==> src/rtl/uart_frame_seq.sv <==
// uart_frame_seq: bit-slot sequencer for a multi-character UART transmit frame, rts-gated at character boundaries.
module uart_frame_seq #(
   parameter int DATA_BITS = 8,
   parameter int CHARS     = 5,
   parameter int STOP_BITS = 1
) (
   input  logic       clk,
   input  logic       rst,
   input  logic       tick,
   input  logic       start,
   input  logic       par_en,
   input  logic       rts,
   output logic       busy,
   output logic [1:0] phase,
   output logic [3:0] bit_idx,
   output logic [3:0] char_idx,
   output logic [7:0] cout,
   output logic       last_bit,
   output logic       frame_done
);
   typedef enum logic [2:0] {IDLE, START, DATA, PARITY, STOP, HOLD} state_t;
   state_t state, state_n;
   logic req, req_n, par_q, par_n, done_n, last_n;
   logic [3:0] bit_n, char_n;
   logic [7:0] cout_n;
   logic [1:0] phase_n;
   logic last_char, last_stop, last_data;
   assign last_char = char_idx == 4'(CHARS - 1);
   assign last_stop = bit_idx == 4'(STOP_BITS - 1);
   assign last_data = bit_idx == 4'(DATA_BITS - 1);
   always_comb begin
      state_n = state;
      req_n = req;
      par_n = par_q;
      bit_n = bit_idx;
      char_n = char_idx;
      cout_n = cout;
      done_n = 1'b0;
      case (state)
         IDLE: begin
            req_n = req | start;
            if ((req | start) && tick && rts) begin
               state_n = START;
               req_n = 1'b0;
               par_n = par_en;
               bit_n = '0;
               char_n = '0;
               cout_n = '0;
            end
         end
         START: if (tick) begin
            state_n = DATA;
            bit_n = '0;
            cout_n = cout + 8'd1;
         end
         DATA: if (tick) begin
            state_n = last_data ? (par_q ? PARITY : STOP) : DATA;
            bit_n = last_data ? 4'd0 : bit_idx + 4'd1;
            cout_n = cout + 8'd1;
         end
         PARITY: if (tick) begin
            state_n = STOP;
            bit_n = '0;
            cout_n = cout + 8'd1;
         end
         STOP: if (tick) begin
            bit_n = last_stop ? 4'd0 : bit_idx + 4'd1;
            cout_n = cout + 8'd1;
            if (last_stop && last_char) begin
               state_n = IDLE;
               char_n = '0;
               cout_n = '0;
               done_n = 1'b1;
            end else if (last_stop) begin
               state_n = rts ? START : HOLD;
               char_n = char_idx + 4'd1;
            end
         end
         HOLD: if (tick && rts) state_n = START;
         default: state_n = IDLE;
      endcase
      phase_n = state_n == DATA ? 2'd1 : state_n == PARITY ? 2'd2 : state_n == STOP ? 2'd3 : 2'd0;
      last_n = state_n == STOP && bit_n == 4'(STOP_BITS - 1) && char_n == 4'(CHARS - 1);
   end
   always_ff @(posedge clk) begin
      if (!rst) begin
         state <= IDLE;
         req <= 1'b0;
         par_q <= 1'b0;
         bit_idx <= '0;
         char_idx <= '0;
         cout <= '0;
         busy <= 1'b0;
         phase <= '0;
         last_bit <= 1'b0;
         frame_done <= 1'b0;
      end else begin
         state <= state_n;
         req <= req_n;
         par_q <= par_n;
         bit_idx <= bit_n;
         char_idx <= char_n;
         cout <= cout_n;
         busy <= state_n != IDLE;
         phase <= phase_n;
         last_bit <= last_n;
         frame_done <= done_n;
      end
   end
endmodule
==> config.mk <==
export PLATFORM = sky130hd
export DESIGN_NAME = uart_frame_seq
export DESIGN_NICKNAME = d
export VERILOG_FILES = /design/src/rtl/uart_frame_seq.sv
export SDC_FILE = /design/constraint.sdc
export NUM_CORES = 1
export LEC_CHECK = 0
export BUFFER_PORTS_ARGS = -buffer_cell sky130_fd_sc_hd__buf_2
export CELL_PAD_IN_SITES_DETAIL_PLACEMENT = 1
export CELL_PAD_IN_SITES_GLOBAL_PLACEMENT = 2
export CORE_ASPECT_RATIO = 0.6
export CORE_MARGIN = 4
export CORE_UTILIZATION = 32
export DETAILED_ROUTE_END_ITERATION = 10
export HOLD_SLACK_MARGIN = 0.05
export PLACE_DENSITY_LB_ADDON = 0.1
export SLEW_MARGIN = 20
export SYNTH_ARGS = -nofsm -noshare
export SYNTH_HDL_FRONTEND = slang
export SYNTH_SLANG_ARGS = --single-unit
==> constraint.sdc <==
create_clock -name clk -period 2.05 [get_ports clk]
set_input_delay 0.1025 -clock clk [delete_from_list [all_inputs] [get_ports clk]]
set_output_delay 0.1025 -clock clk [all_outputs]
set_load 0.01 [all_outputs]
==> reports/metrics.csv <==
metric,value,unit
diodes,0,
cts_buffers,3,
p_leak,0.000787,µW
syn_inst,168,
viasPerCell,5.20,
ff_latch_area,523,µm²
synth_edf_count,0,
root_buffer,clkbuf_8,
clockBufferDepth,2,
fin_nets,223,
timing.hold.ws,66.4,ps
synth_top_area_share,36.2,%
ys_seq_area_share,36.2,%
antenna_found_initial,0,
multi_input_area,916,µm²
yosys_warnings,0,
vias,1409,
synth.distinct_cells,56,
layout-drive-gt1-share,34.1,%
hpwl,3550,µm
period_needed,2040,ps
finalHoldViolCount,0,
crit_arrival,2230,ps
grt.overflow.total,0,
ys_top_cells_by_area,"dfxtp_1 36%, nor2_1 7.8%, ha_1 4.4%, xor2_1 3.7%, nand2_1 3.1%",
clock_sinks,26,
status,completed,
design_area,1860,µm²
worst-setup-path-type,register to register,
drc,0,
fin_crit_sh,99.5,%
synth_top_cell_by_area,dfxtp_1,
setup.worst_path.end_class,register,
rsz0062_at_grt,true,
max_stage_delay,400,ps
post_drt_wl_per_cell,17.0,µm
synthArstFlopShare,0,%
p_total,980,µW
sequentialPowerShare,53.3,%
swShare,25.3,%
required,2240,ps
power.switching,248,µW
fp.dieW,94.5,µm
syn_avg_cell_area,8.56,µm²
ys.flop_type,dfxtp_1,
grt_first_pass_wirelength,7450,µm
drt-total-wl,4610,µm
worst_pin_slew,499,ps
yosysMostFrequentCell,nor2_1,
pwr-share-comb,12.5,%
synthTopCellsByCount,"30 x nor2_1, 26 x dfxtp_1, 12 x nand2_1",
cap_violations,0,
r2r_setup_slack,10,ps
rows,18,
cts_tree,done,
clock_latency,270,ps
power_density,526,nW/µm²
fp.dieH,59.9,µm
crit_family,simple AND/OR/NAND/NOR gates,
drtAntennaViolNets,0,
start_util,34.1,%
place_congestion,0.842,
slew_headroom,66.4,%
slew_violations,0,
coreArea,4210,µm²
grt.total_usage,17.3,%
path_cells,"inv_2, ha_4, or3b_4, a22oi_2, nor2_4, a211oi_2, nand4b_1, nor4_2",
skew,7.26,ps
finalSetupViolations,0,
clock_power_share,34.2,%
power.internal,732,µW
cp_slowest_cell,or3b_4,
grt_pass1_vias,1406,
port_buffers,26,
postPlaceCellArea,1700,µm²
cp-start-kind,register,
path_max_fanout,4,
synth-seq-cells,26,
die_area,5660,µm²
fill_cells,521,
io_pins,27,
drtPass1Iterations,4,
clk_pin_slew,90,ps
drt_iter0_markers,52,
area_growth,29.7,%
fmax,490,MHz
final_util,44.3,%
syn_nets,179,
htreeDepth,1,
ir_drop,296,µV
grt_start_max_net_pins,15,
syn-cell-area,1440,µm²
critPathBufInv,1,
min_path_type,input port to register,
-- routing by layer --
| metal | track usage [%] | share of wire [%] | wire (µm) | vias to the layer above |
|---|---|---|---|---|
| met1 | 24.7 | 52 | 2380 | 688 |
| met3 | 4.03 | 4.1 | 188 | 2 |
| li1 | - | - | - | 695 |
| met5 | 0 | 0 | 0 | - |
| met2 | 27.4 | 44 | 2020 | 24 |
| met4 | 2.05 | 0.41 | 19 | 0 |
-- sequential cells by signal, indices dropped and copies added (netlist names) --
| signal | cells |
|---|---|
| frame_done | 1 |
| phase | 2 |
| last_bit | 1 |
| cout | 8 |
| state | 3 |
| par_q | 1 |
| req | 1 |
| bit_idx | 4 |
| busy | 1 |
| char_idx | 4 |
-- power by group through the flow --
stage	logic, µW	clock network (µW)	registers, µW
after global routing	135	370	524
after detailed placement	113	0	534
final	122	335	522
after global placement	113	0	534
after floorplan	71.0	0	532
after CTS	118	350	522
-- layout make-up --
class	count	share of cell area, %
inverters	8	1.61
repair buffers	44	14.2
well taps	60	4.03
flip-flops and latches	26	28.1
clock buffers	4	2.95
multi-input cells	129	49.1
-- repair_timing --
action	CTS	global route
cloned	0	0
hold buffers	0	0
resized for setup	9	5
pin swaps	5	7
setup buffers	5	2
endpoints found under the setup margin	3	3
-- tightest hold or removal path, stage by stage --
cell	delay [ps]
buf_2	70
mux2i_1	60
nor2_1	70
-- through the flow --
| step | TNS, ps | setup slack [ps] | cells |
|---|---|---|---|
| after CTS | -12.1 | -12.1 | 269 |
| after detailed placement | -112 | -91.1 | 260 |
| after global routing | -61.8 | -61.8 | 271 |
| final | 0 | 11.0 | 271 |
| after floorplan | 0 | 144 | 168 |
| after global placement | -19.0 | -19.0 | 260 |
-- cells in the final DEF, fill, tap and decap left out, drive strengths merged, types with 3 or more instances in the layout --
cell type  Yosys  final
buf            4     44
nor2          32     32
dfxtp         26     26
nand2         12     12
inv            8      8
o21ai          7      7
and2           6      6
xor2           6      6
a31oi          6      6
nand3          5      5
ha             5      5
clkbuf         1      4
nand2b         3      3
a21oi          3      3
nor3b          3      3
a211oi         3      3
-- logic make-up (layout without fill, tap and decap cells) --
family,Yosys count,after routing,share of synthesized area (%)
simple gates,77,77,28.9
compound gates,39,39,21.3
flops,26,26,36.2
buf+inv,13,56,4.18
xor+xnor,6,6,3.66
fa+ha+maj,5,5,4.35
mux,2,2,1.39
-- worst paths after layout --
kind	startpoint	to	depth (start not counted)
worst max-delay path	bit_idx[0]$_SDFF_PN0_	last_bit$_SDFF_PN0_	8
worst min-delay path	par_en	par_q$_SDFFE_PN0P_	3
worst max register to register	bit_idx[0]$_SDFF_PN0_	last_bit$_SDFF_PN0_	8
worst min register to register	cout[7]$_SDFFE_PN0P_	cout[7]$_SDFFE_PN0P_	2
Power figures use the tool's default switching activity.
